--- src/rtl/mcp_alu_pkg.sv ---
// Shared encodings for the multicycle MIPS execute stage: ALUOp, funct and opcode values.
package mcp_alu_pkg;

    localparam logic [1:0] ALUOP_ADD   = 2'b00;
    localparam logic [1:0] ALUOP_SUB   = 2'b01;
    localparam logic [1:0] ALUOP_FUNCT = 2'b10;

    localparam logic [5:0] FUNCT_ADD = 6'b100000;
    localparam logic [5:0] FUNCT_SUB = 6'b100010;
    localparam logic [5:0] FUNCT_AND = 6'b100100;
    localparam logic [5:0] FUNCT_OR  = 6'b100101;
    localparam logic [5:0] FUNCT_SLT = 6'b101010;

    localparam logic [5:0] INSTR_RTYPE = 6'b000000;
    localparam logic [5:0] INSTR_LW    = 6'b100011;
    localparam logic [5:0] INSTR_SW    = 6'b101011;
    localparam logic [5:0] INSTR_BEQ   = 6'b000100;
    localparam logic [5:0] INSTR_ADDI  = 6'b001000;
    localparam logic [5:0] INSTR_J     = 6'b000010;

    // ALUOp the controller issues for the execute step of each opcode.
    function automatic logic [1:0] aluop_for_opcode(input logic [5:0] opcode);
        logic [1:0] op;
        op = ALUOP_ADD;
        case (opcode)
            INSTR_RTYPE: op = ALUOP_FUNCT;
            INSTR_BEQ:   op = ALUOP_SUB;
            INSTR_LW, INSTR_SW, INSTR_ADDI, INSTR_J: op = ALUOP_ADD;
            default:     op = ALUOP_ADD;
        endcase
        return op;
    endfunction

endpackage

--- src/rtl/alu.sv ---
// Combinational 32-bit ALU: ALUOp/funct decode, add/sub/and/or/slt, zero flag.
module alu
    import mcp_alu_pkg::*;
(
    input  logic [31:0] a_i,
    input  logic [31:0] b_i,
    input  logic [5:0]  funct_i,
    input  logic [1:0]  aluop_i,
    output logic [31:0] y_o,
    output logic        zero_o
);

    logic [31:0] sum;
    logic [31:0] diff;
    logic        slt;

    assign sum  = a_i + b_i;
    assign diff = a_i - b_i;
    assign slt  = $signed(a_i) < $signed(b_i);

    always_comb begin
        y_o = 32'd0;
        case (aluop_i)
            ALUOP_ADD: y_o = sum;
            ALUOP_SUB: y_o = diff;
            ALUOP_FUNCT: begin
                case (funct_i)
                    FUNCT_ADD: y_o = sum;
                    FUNCT_SUB: y_o = diff;
                    FUNCT_AND: y_o = a_i & b_i;
                    FUNCT_OR:  y_o = a_i | b_i;
                    FUNCT_SLT: y_o = {31'd0, slt};
                    default:   y_o = 32'd0;
                endcase
            end
            // Reserved encoding behaves as add.
            default: y_o = sum;
        endcase
    end

    assign zero_o = (y_o == 32'd0);

endmodule

--- src/rtl/flopenr.sv ---
// Load-enabled register with asynchronous active-low reset; holds when en_i is low.
module flopenr #(
    parameter int unsigned WIDTH = 32
) (
    input  logic             clk_i,
    input  logic             rst_ni,
    input  logic             en_i,
    input  logic [WIDTH-1:0] d_i,
    output logic [WIDTH-1:0] q_o
);

    logic [WIDTH-1:0] q_d;
    logic [WIDTH-1:0] q_q;

    always_comb begin
        q_d = q_q;
        if (en_i) begin
            q_d = d_i;
        end
    end

    always_ff @(posedge clk_i or negedge rst_ni) begin
        if (!rst_ni) begin
            q_q <= '0;
        end else begin
            q_q <= q_d;
        end
    end

    assign q_o = q_q;

endmodule

--- src/rtl/flopr.sv ---
// Free-running register with asynchronous active-low reset; loads every rising edge.
module flopr #(
    parameter int unsigned WIDTH = 32
) (
    input  logic             clk_i,
    input  logic             rst_ni,
    input  logic [WIDTH-1:0] d_i,
    output logic [WIDTH-1:0] q_o
);

    logic [WIDTH-1:0] q_d;
    logic [WIDTH-1:0] q_q;

    always_comb begin
        q_d = d_i;
    end

    always_ff @(posedge clk_i or negedge rst_ni) begin
        if (!rst_ni) begin
            q_q <= '0;
        end else begin
            q_q <= q_d;
        end
    end

    assign q_o = q_q;

endmodule

--- src/rtl/mcp_alu_regs.sv ---
// Execute-stage slice: combinational ALU, unconditional ALUOut register and an
// enabled holding register of the PC/IR kind.
module mcp_alu_regs
    import mcp_alu_pkg::*;
#(
    parameter int unsigned WIDTH = 32
) (
    input  logic             clk_i,
    input  logic             reset_i,
    input  logic [31:0]      a_i32,
    input  logic [31:0]      b_i32,
    input  logic [5:0]       funct_i6,
    input  logic [1:0]       alt_ctrl_i2,
    input  logic             en_i,
    input  logic [WIDTH-1:0] d_i32,
    output logic [31:0]      y_o32,
    output logic             zero_o,
    output logic [31:0]      alu_out_o32,
    output logic [WIDTH-1:0] q_o32
);

    alu u_alu (
        .a_i     (a_i32),
        .b_i     (b_i32),
        .funct_i (funct_i6),
        .aluop_i (alt_ctrl_i2),
        .y_o     (y_o32),
        .zero_o  (zero_o)
    );

    flopr #(
        .WIDTH (32)
    ) u_alu_out (
        .clk_i  (clk_i),
        .rst_ni (reset_i),
        .d_i    (y_o32),
        .q_o    (alu_out_o32)
    );

    flopenr #(
        .WIDTH (WIDTH)
    ) u_hold (
        .clk_i  (clk_i),
        .rst_ni (reset_i),
        .en_i   (en_i),
        .d_i    (d_i32),
        .q_o    (q_o32)
    );

endmodule

--- config.mk ---
export PLATFORM = sky130hd
export DESIGN_NAME = mcp_alu_regs
export DESIGN_NICKNAME = d
export VERILOG_FILES = /design/src/rtl/mcp_alu_pkg.sv /design/src/rtl/alu.sv /design/src/rtl/flopenr.sv /design/src/rtl/flopr.sv /design/src/rtl/mcp_alu_regs.sv
export SDC_FILE = /design/constraint.sdc
export NUM_CORES = 1
export LEC_CHECK = 0
export ABC_CLOCK_PERIOD_IN_PS = 5100
export BUFFER_PORTS_ARGS = -buffer_cell sky130_fd_sc_hd__clkbuf_2
export CAP_MARGIN = 20
export CORE_MARGIN = 5
export CORE_UTILIZATION = 25
export DETAILED_ROUTE_END_ITERATION = 16
export GPL_TIMING_DRIVEN = 0
export SYNTH_ARGS = -nofsm -noshare
export SYNTH_HDL_FRONTEND = slang
export SYNTH_SLANG_ARGS = --single-unit
--- constraint.sdc ---
create_clock -name clk_i -period 5.1 [get_ports clk_i]
set_input_delay 1.02 -clock clk_i [delete_from_list [all_inputs] [get_ports clk_i]]
set_output_delay 1.02 -clock clk_i [all_outputs]
set_load 0.005 [all_outputs]
==> impl_results.md, run 1 <==
- Status: complete, but fails checks
- Failing checks: negative setup slack
- Longest Clk Path Bufs: 2
- Height of the die: 182 µm
- Crit path kind: input port to output port
- CTS sink count: 64
- H-Tree Depth: 3
- Worst path most repeated cell: nand4b_1
- Dominant synthesized flop cell: dfrtp_1
- Most frequent cells in the layout: clkbuf_2 (204), inv_1 (93), ha_1 (93)
- Fill count: between 3000 and 4000
- Relative slew slack: between 30% and 40%
- Final Util: 34.7%
- Finished Layout Cells: 1532
- Starting Density: 25.5%
- Register Area: about 1600 µm²
- RSZ-0062 raised after global routing: yes
- Share of layout cells above drive strength 1: 36.1%
- Slew Viols, Final: 0
- DP HPWL: 24100 µm
- Number of global-route vias before repair: 7872
- Routed vias/inst: 5.36
- Final WL: just over 30000 µm
- PortBufs: 202
- First-pass GRT wire length: 45700 µm
- Initial antenna violation count: 0
- CP required: roughly 4 ns
- Drt wl/cell: ~20 µm
- Worst VDD drop: 0.000152 V
- Clock Tree Root: clkbuf_16
- Setup TNS: -0.783 ns
- Total power: between 2 and 2.5 mW
- DRT iter0 DRCs: 624
- Total I/O pin count: 204
- Crit. End Element: output port
- Ys Warns: 0
- Largest net degree at the start of global routing: 46
- Max Freq: 0.173 GHz
- Die X: about 180 µm
- DR pass1 iterations: 5
- Netlist cell types: roughly 90
- Final period utilization: 114%
- Setup Skew: 0 ns
- TritonCTS clock tree: done
- Most common cell after layout, fill and taps aside: clkbuf_2
- # diodes: 0
- Vias: slightly above 8000
- Cells after Synth: 895
- Leak: between 4 and 5 nW
- DP Worst Slack: -1.26 ns
- Syn Area/Cell: between 8 and 9 µm²
- CP peak stage delay: 0.46 ns
- Clk Latency, worst-skew pair: about 0.35 ns
- Maxcap violations: 0
- GRT Total Usage: 17.5%
- Final RePlAce weighted congestion: ~0.98
- Synth Cell Area: 7350 µm²
- Worst Setup Start Kind: input port
- Die area: around 33000 µm²
- Async S/R FF share, synth: 100%
- Sequential-to-total area share from yosys stat: 21.8%
- Final net count: approximately 1400
- Placed Instances: between 1000 and 1500
- Final min period: ~5.8 ns
- CP Max Fanout: 10
- CTS Buf Count: 9
- Post-synth EDFFs: 0
- Syn nets: between 1000 and 1500
- Worst path slowest cell: a221o_2
- Worst path cell trace: clkbuf_2, inv_1, ha_1, buf_6, a21o_1, a221o_2, a21oi_4, o21bai_2, a221o_1, a22o_4, nor4b_4, nand4b_1, a2111oi_4, nand4b_1, nor4b_2, buf_2
- Worst-path clk slew: about 0.050 ns
- Layout Area Growth over Synthesis: 36.2%
- Pwr/cell area: 231 nW/µm²
- Final-report hold violation count: 0
- Final setup viols: 2
- Hold buffers post-CTS: 0
- Reg-to-reg setup timing slack: 4.31 ns
- Core Area: 28900 µm²
- Area of the multi-input gates: 5600 µm²
- Final WS setup: -0.690 ns
- WP data arrival: ~4.8 ns
- Num rows: 62
- Total gr overflow: 0
- Seq cells post-synth: 64
- Worst Hold Class: flop to flop
- Slew @ Worst Pin: between 1 and 1.5 ns
- Antenna viol nets, final: 0
- # DRC: 0
[layer usage]
| layer | vias to the layer above | part of all wire [%] | track usage (%) | wire length (µm) |
|---|---|---|---|---|
| met5 | - | 0 | 0 | 0 |
| li1 | 3767 | - | - | - |
| met1 | 3879 | 41 | 22.5 | 12400 |
| met3 | 73 | 10 | 4.64 | 3150 |
| met2 | 490 | 46 | 28.5 | 14000 |
| met4 | 0 | 3.5 | 6.27 | 1070 |
[registers in the layout, indices dropped and copies added, names as in the netlist]
name and cells:
u_alu_out.q_o 32, u_hold.q_o 32
[per-stage QoR]
stage | hold WS, ns | instance area [µm²]
detailed placement | 0.495 | 8880
global route | 0.512 | 10000
CTS | 0.507 | 9620
floorplan | 0.505 | 7360
finish | 0.504 | 10000
global placement | 0.492 | 8850
[power by group]
group	switching, mW	internal, mW	leakage [nW]
Clock	0.242	0.378	0.143
Combinational	0.638	0.450	3.84
Sequential	0.0267	0.581	0.764
Total	0.907	1.41	4.75
[path summary, 6_finish.rpt]
kind	from	to	cells after the start
hold / removal	u_hold.q_o[9]$_DFFE_PN0P_	u_hold.q_o[9]$_DFFE_PN0P_	1
max in group asynchronous	reset_i	u_alu_out.q_o[3]$_DFF_PN0_	2
hold reg to reg	u_hold.q_o[9]$_DFFE_PN0P_	u_hold.q_o[9]$_DFFE_PN0P_	1
setup reg to reg	u_hold.q_o[0]$_DFFE_PN0P_	u_hold.q_o[0]$_DFFE_PN0P_	1
min in group asynchronous	reset_i	u_alu_out.q_o[24]$_DFF_PN0_	1
setup / recovery	a_i32[4]	zero_o	16
[repair_timing]
action / CTS / global route
endpoints found under the setup margin: 23 / 12
endpoints found under the hold margin: 0 / 0
gates resized for setup: 62 / 66
pin swaps: 24 / 35
buffers inserted: 17 / 17
[kinds of logic after synthesis]
| family | after synthesis | share of synthesized area, % |
|---|---|---|
| AOI/OAI and AO/OA | 300 | 29.1 |
| xor gates and xnor gates | 8 | 0.953 |
| adders and majority gates | 100 | 17.2 |
| buffers and inverters | 149 | 9.08 |
| DFF | 64 | 21.8 |
| muxes | 36 | 5.44 |
| and+or+nand+nor | 238 | 16.5 |
[synthesized netlist by cell type (all sizes together) (12+ instances only)]
master	instances	area share, %
a211o	12	1.4
a21o	16	1.7
a21oi	61	4.3
a221oi	13	2.0
buf	31	3.1
clkbuf	22	1.1
dfrtp	64	22
ha	98	17
inv	96	4.9
mux2	32	4.9
nand2	67	3.5
nand3	14	0.95
nor2	60	3.1
nor3	22	1.5
o211ai	12	1.2
o21ai	60	4.1
o21bai	14	1.5
o22ai	13	1.1
[final cells by class]
cell class,count,area share [%]
Multi-Input combinational cell,682,56.0
Sequential cell,64,16.0
Timing Repair Buffer,237,13.3
Tap cell,384,4.80
Inverter,96,3.62
Buffer,53,3.42
Clock buffer,11,2.32
Clock inverter,5,0.575
[worst max-delay path, delay by kind of cell]
family / cells / cell delay, ns
AND/OR/NAND/NOR: 4 / 1.14
adder cells (fa/ha/maj): 1 / 0.29
buffers and inverters: 4 / 0.47
AO/OA/AOI/OAI: 7 / 1.84
No activity file was read; power rests on OpenSTA's default activity.
==> run 2, diff against run 1 <==
--- a/config.mk
+++ b/config.mk
@@ -12,6 +12,7 @@
 export CORE_UTILIZATION = 25
 export DETAILED_ROUTE_END_ITERATION = 16
 export GPL_TIMING_DRIVEN = 0
+export SKIP_LAST_GASP = 1
 export SYNTH_ARGS = -nofsm -noshare
 export SYNTH_HDL_FRONTEND = slang
 export SYNTH_SLANG_ARGS = --single-unit
==> run 2 against run 1 <==
The flow still finishes with violations (negative setup slack). Non-clock buffer count decreased by 4. Critical endpoint unchanged. Hold slack got worse by 0.00066 ns. Die area unchanged. Highest routed layer unchanged. Largest cell class unchanged.
==> impl_results.md, run 2 (synthesis gave the netlist of run 1 again) <==
- Longest Clk Path Bufs: 2 (unchanged)
- CTS sink count: 64 (unchanged)
- Initial antenna violation count: 0 (unchanged)
- Final net count: 1346 (-0.30%)
- GRT Total Usage: 17.5% (about the same)
- Pint: 1.40 mW (-0.64%)
- PortBufs: 202 (unchanged)
- Worst path slowest cell: a221o_2
- Drt wl/cell: 19.9 µm (-0.21%)
- Total I/O pin count: 204 (unchanged)
- DP HPWL: 24100 µm (unchanged)
- Leak: 4.72 nW (-0.59%)
- CP required: 4.08 ns (about the same)
- Final min period: 5.78 ns (-0.00589 ns)
- Height of the die: 182 µm (unchanged)
- Worst VDD drop: 0.000152 V (-0.18%)
- Worst path cell trace: clkbuf_16, ha_4, fa_2, a21o_1, a221o_2, a21oi_4, o21bai_2, a221o_1, a22o_4, nor4b_4, nand4b_1, a2111oi_4, nand4b_1, nor4b_2, buf_2
- Logic pwr share: 46.6% (-0.4 points)
- Setup Skew: 0 ns (unchanged)
- Clock Tree Root: clkbuf_16
- Fill count: 3058 (+0.53%)
- Relative slew slack: 33.6% (+2.3 points)
- Pwr/cell area: 232 nW/µm² (+0.52%)
- Worst Hold Class: flop to flop
- H-Tree Depth: 3 (unchanged)
- DRT iter0 DRCs: 621 (-0.48%)
- Core Area: 28900 µm² (unchanged)
- Share of layout cells above drive strength 1: 35.2% (-0.84 points)
- Worst path most repeated cell: nand4b_1
- CTS Buf Count: 9 (unchanged)
- DP Worst Slack: -1.26 ns (unchanged)
- Clk pwr share: 27.0% (+0.2 points)
- # DRC: 0 (unchanged)
- Worst-path clk slew: 0.05 ns (about the same)
- Routed vias/inst: 5.32 (-0.69%)
- Die X: 182 µm (unchanged)
- Most frequent cells in the layout: clkbuf_2 (203), ha_1 (96), inv_1 (93)
- Number of global-route vias before repair: 7860 (-0.15%)
- Top Family by Delay on Critical Path: compound AO/OA/AOI/OAI gates
- Final WS setup: -0.684 ns (+0.00589 ns)
- Die area: 32900 µm² (unchanged)
- Placed Instances: 1482 (unchanged)
- Largest net degree at the start of global routing: 46 (unchanged)
- Failing checks: negative setup slack
- First-pass GRT wire length: 45600 µm (-0.14%)
- CP Buf/Inv Count: 2 (-2)
- Total gr overflow: 0 (unchanged)
- Final-report hold violation count: 0 (unchanged)
- WP data arrival: 4.76 ns (about the same)
- # diodes: 0 (unchanged)
- Final period utilization: 113% (-0.12 points)
- Max Freq: 0.173 GHz (+0.10%)
- Final RePlAce weighted congestion: 0.981 (unchanged)
- Slew @ Worst Pin: 0.987 ns (-0.0346 ns)
- RSZ-0062 raised after global routing: yes
- Vias: 8131 (-0.95%)
- Crit path kind: input port to output port
- Sw Pwr: 0.901 mW (-0.60%)
- Final setup viols: 2 (unchanged)
- Starting Density: 25.5% (unchanged)
- Clk Latency, worst-skew pair: 0.35 ns (about the same)
- Dpl cell area: 8880 µm² (unchanged)
- Final Cell Area: 9900 µm² (-1.1%)
- Worst Setup Start Kind: input port
- TritonCTS clock tree: done
- Crit. End Element: output port
- Num rows: 62 (unchanged)
- CP Max Fanout: 3 (-7)
- Slew Viols, Final: 0 (unchanged)
- Most common cell after layout, fill and taps aside: clkbuf_2
- Final WL: 30400 µm (-0.47%)
- CP peak stage delay: 0.43 ns (-0.03 ns)
- DR pass1 iterations: 5 (unchanged)
- Finished Layout Cells: 1528 (-0.26%)
- Seq pwr share: 26.4% (+0.2 points)
- Status: complete, but fails checks
- Layout Area Growth over Synthesis: 34.6%
- Switching part of the total: 39.2% (about the same)
- Antenna viol nets, final: 0 (unchanged)
- Maxcap violations: 0 (unchanged)
run 2: cell types whose count changed in the layout (fill, tap and decap cells not counted), moves of 2 or more:
cell,previous run,this run
buf_6,14,11
ha_1,93,96
ha_4,4,2
o21ai_0,46,48
o21ai_1,9,7
run 2: power by group through the flow:
stage	registers [mW]	logic [mW]	clock network, mW
final	0.608	1.07	0.621
after global routing	0.615	1.16	0.656
after CTS	0.608	1.01	0.640
after detailed placement	0.617	0.940	0
after global placement	0.615	0.932	0
after floorplan	0.623	0.535	0
run 2: timing repair:
| action | in CTS | in global routing |
|---|---|---|
| resized for setup | 59 | 57 |
| endpoints found under the setup margin | 23 | 13 |
| hold buffers | 0 | 0 |
| setup buffers | 17 | 13 |
| pin swaps | 24 | 32 |
run 2: layout make-up:
type / instances / area, µm² / share of cell area [%]
multi-input cells: 682 / 5530 / 55.8
flip-flops and latches: 64 / 1600 / 16.2
repair buffers: 233 / 1310 / 13.2
well taps: 384 / 480 / 4.85
inverters: 96 / 363 / 3.67
plain buffers: 53 / 332 / 3.35
clock buffers: 11 / 233 / 2.35
clock inverters: 5 / 57.6 / 0.581
run 2: through the flow:
| step | power [mW] | util (%) | hold WS (ns) | setup TNS [ns] |
|---|---|---|---|---|
| 3_5_place_dp | 1.56 | 30.8 | 0.495 | -11.14 |
| 3_3_place_gp | 1.55 | 30.7 | 0.492 | -9.65 |
| 2_1_floorplan | 1.16 | - | 0.505 | 0 |
| 6_report | 2.30 | 34.3 | 0.503 | -0.829 |
| 4_1_cts | 2.26 | 33.3 | 0.507 | -1.27 |
| 5_1_grt | 2.43 | 34.3 | 0.512 | -1.17 |
run 2: metal layers:
layer	track usage, %	up-vias	share of wire, %
met1	22.5	3803	41
met4	6.27	0	4.0
met2	28.4	480	45
li1	-	3762	-
met3	4.64	86	9.9
met5	0	-	0
run 2: path summary, 6_finish.rpt:
kind                                                to  slack [ns]                       from  cells after the start
min in group asynchronous  u_alu_out.q_o[24]$_DFF_PN0_        0.58                    reset_i                      1
max in group asynchronous   u_alu_out.q_o[3]$_DFF_PN0_        3.97                    reset_i                      2
setup reg to reg             u_hold.q_o[0]$_DFFE_PN0P_        4.31  u_hold.q_o[0]$_DFFE_PN0P_                      1
hold reg to reg              u_hold.q_o[9]$_DFFE_PN0P_        0.50  u_hold.q_o[9]$_DFFE_PN0P_                      1
hold / removal               u_hold.q_o[9]$_DFFE_PN0P_        0.50  u_hold.q_o[9]$_DFFE_PN0P_                      1
setup / recovery                                zero_o       -0.68                   b_i32[0]                     15
==> run 3, diff against run 2 <==
--- a/config.mk
+++ b/config.mk
@@ -12,7 +12,9 @@
 export CORE_UTILIZATION = 25
 export DETAILED_ROUTE_END_ITERATION = 16
 export GPL_TIMING_DRIVEN = 0
+export REMOVE_ABC_BUFFERS = 1
 export SKIP_LAST_GASP = 1
+export SLEW_MARGIN = 10
 export SYNTH_ARGS = -nofsm -noshare
 export SYNTH_HDL_FRONTEND = slang
 export SYNTH_SLANG_ARGS = --single-unit
==> run 3 against run 2 <==
The run still ends with negative setup slack left. Wire length shrank 7.0%. Non-clock buffer count fell by 16. Hold slack worse by 0.0025 ns. Global-route usage fell by 1.4 points. Sequential cell count is the same. Sequential power is 0.8% lower. First-iteration DRC count rose by 2.9%. Cell count shrank 0.98%. Core utilization rose by 0.94 points. Critical path depth is 2 higher. Register-to-register slack gained 0.03 ns.
==> impl_results.md, run 3 (synthesis gave the netlist of run 1 again) <==
- Worst-path clk slew: 0.05 ns (about the same)
- Final RePlAce weighted congestion: 0.935 (-4.7%)
- Leak: 4.77 nW (+1.1%)
- Share of layout cells above drive strength 1: 38.5% (+3.3 points)
- Final setup viols: 2 (unchanged)
- Clk Latency, worst-skew pair: 0.35 ns (about the same)
- Hold buffers post-CTS: 0 (unchanged)
- Core Area: 28900 µm² (unchanged)
- Total I/O pin count: 204 (unchanged)
- TritonCTS clock tree: done
- PortBufs: 203 (+0.50%)
- Maxcap violations: 0 (unchanged)
- Height of the die: 182 µm (unchanged)
- Setup TNS: -0.989 ns (-0.160 ns)
- CP Max Fanout: 2 (-1)
- Worst VDD drop: 0.000154 V (+1.4%)
- Clock Tree Root: clkbuf_16
- Failing checks: negative setup slack
- Slew @ Worst Pin: 0.866 ns (-0.121 ns)
- Longest Clk Path Bufs: 2 (unchanged)
- Die area: 32900 µm² (unchanged)
- Most frequent cells in the layout: clkbuf_2 (196), inv_1 (90), ha_1 (77)
- Relative slew slack: 41.7% (+8.1 points)
- Status: complete, but fails checks
- CP required: 4.08 ns (about the same)
- WP data arrival: 4.74 ns (-0.02 ns)
- Starting Density: 25.5% (unchanged)
- Num rows: 62 (unchanged)
- Fill count: 3034 (-0.78%)
- Final net count: 1332 (-1.0%)
- Drt wl/cell: 18.7 µm (-6.1%)
- Die X: 182 µm (unchanged)
- Pwr/cell area: 231 nW/µm² (-0.66%)
- Worst Hold Class: flop to flop
- Final min period: 5.76 ns (-0.0221 ns)
- GRT Total Usage: 16.1% (-1.4 points)
- RSZ-0062 raised after global routing: yes
- Worst Setup Start Kind: input port
- Layout Area Growth over Synthesis: 38.3%
- DRT iter0 DRCs: 639 (+2.9%)
- Routed vias/inst: 5.22 (-1.8%)
- Slew Viols, Final: 0 (unchanged)
- Most common cell after layout, fill and taps aside: clkbuf_2
- Final period utilization: 113% (-0.43 points)
- DR pass1 iterations: 5 (unchanged)
- DP HPWL: 21300 µm (-12%)
- Largest net degree at the start of global routing: 47 (+2.2%)
- First-pass GRT wire length: 42800 µm (-6.2%)
- Crit path kind: input port to output port
- # DRC: 0 (unchanged)
- Final WS setup: -0.662 ns (+0.0221 ns)
- # diodes: 0 (unchanged)
- Total gr overflow: 0 (unchanged)
- CTS sink count: 64 (unchanged)
- Final-report hold violation count: 0 (unchanged)
- CTS Buf Count: 9 (unchanged)
- Crit. End Element: output port
- Final WL: 28300 µm (-7.0%)
- Register Area: 1600 µm² (unchanged)
- Setup Skew: 0 ns (unchanged)
- H-Tree Depth: 3 (unchanged)
- Antenna viol nets, final: 0 (unchanged)
- Area of the multi-input gates: 5770 µm² (+4.3%)
- Max Freq: 0.174 GHz (+0.38%)
- Vias: 7905 (-2.8%)
- Final Util: 35.2% (+0.94 points)
- Number of global-route vias before repair: 7571 (-3.7%)
- Initial antenna violation count: 0 (unchanged)
run 3: cell count changes in the layout (fill, tap and decap cells not counted), sizes merged:
cell,before,now
clkinv,4,1
o31a,3,4
buf,64,72
a21o,16,17
clkbuf,233,210
clkinvlp,0,1
run 3: what timing repair did:
action	4_1_cts	5_1_grt
cloned	1	1
setup buffers	23	38
pin swaps	40	45
endpoints found under the setup margin	21	11
resized for setup	85	71
run 3: worst paths after layout:
check | start | to | slack (ns) | cells past startpoint
setup / recovery | a_i32[0] | zero_o | -0.66 | 17
hold / removal | u_hold.q_o[18]$_DFFE_PN0P_ | u_hold.q_o[18]$_DFFE_PN0P_ | 0.50 | 1
setup reg to reg | u_hold.q_o[29]$_DFFE_PN0P_ | u_hold.q_o[29]$_DFFE_PN0P_ | 4.34 | 1
hold reg to reg | u_hold.q_o[18]$_DFFE_PN0P_ | u_hold.q_o[18]$_DFFE_PN0P_ | 0.50 | 1
max in group asynchronous | reset_i | u_hold.q_o[10]$_DFFE_PN0P_ | 3.98 | 2
min in group asynchronous | reset_i | u_alu_out.q_o[0]$_DFF_PN0_ | 0.58 | 1
run 3: area by class of cell:
cell class                      instances  share of cell area, %
Clock buffer                           12                   2.42
Clock inverter                          3                  0.418
Inverter                               96                   3.64
Multi-Input combinational cell        684                   56.7
Sequential cell                        64                   15.7
Tap cell                              384                   4.72
Timing Repair Buffer                  270                   16.3
run 3: through the flow:
step | hold slack (ns) | total power, mW | setup slack [ns] | instance area, µm² | std cells
2_1_floorplan | 0.505 | 1.12 | -1.00 | 7050 | 842
3_3_place_gp | 0.489 | 1.49 | -4.16 | 8540 | 1429
3_5_place_dp | 0.496 | 1.51 | -1.44 | 8690 | 1436
4_1_cts | 0.506 | 2.27 | -0.644 | 9570 | 1475
5_1_grt | 0.516 | 2.49 | -0.846 | 10200 | 1513
6_report | 0.501 | 2.35 | -0.662 | 10200 | 1513
run 3: power breakdown:
part / switching, mW / internal [mW] / total, mW
combinational: 0.617 / 0.489 / 1.11
sequential: 0.0229 / 0.580 / 0.603
clock: 0.251 / 0.388 / 0.639
total: 0.891 / 1.46 / 2.35
run 3: metal layers:
| metal | vias to the layer above | routed length, µm | GRT usage [%] |
|---|---|---|---|
| met4 | 0 | 696 | 4.92 |
| met3 | 43 | 2560 | 4.48 |
| met2 | 402 | 13100 | 27.1 |
| met1 | 3717 | 11900 | 20.2 |
| li1 | 3743 | - | - |
| met5 | - | 0 | 0 |
run 3: worst max-delay path, cell delays in order:
cell and delay (ns):
buf_8 0.09, inv_4 0.04, ha_4 0.15, fa_2 0.36, or2_4 0.26, a221oi_4 0.26, buf_6 0.15, o211a_1 0.16
nor2_2 0.05, a221o_1 0.36, a22o_4 0.28, nor4b_4 0.30, nand4b_1 0.19, a2111oi_4 0.34, nand4b_1 0.25, nor4b_2 0.30
buf_2 0.17
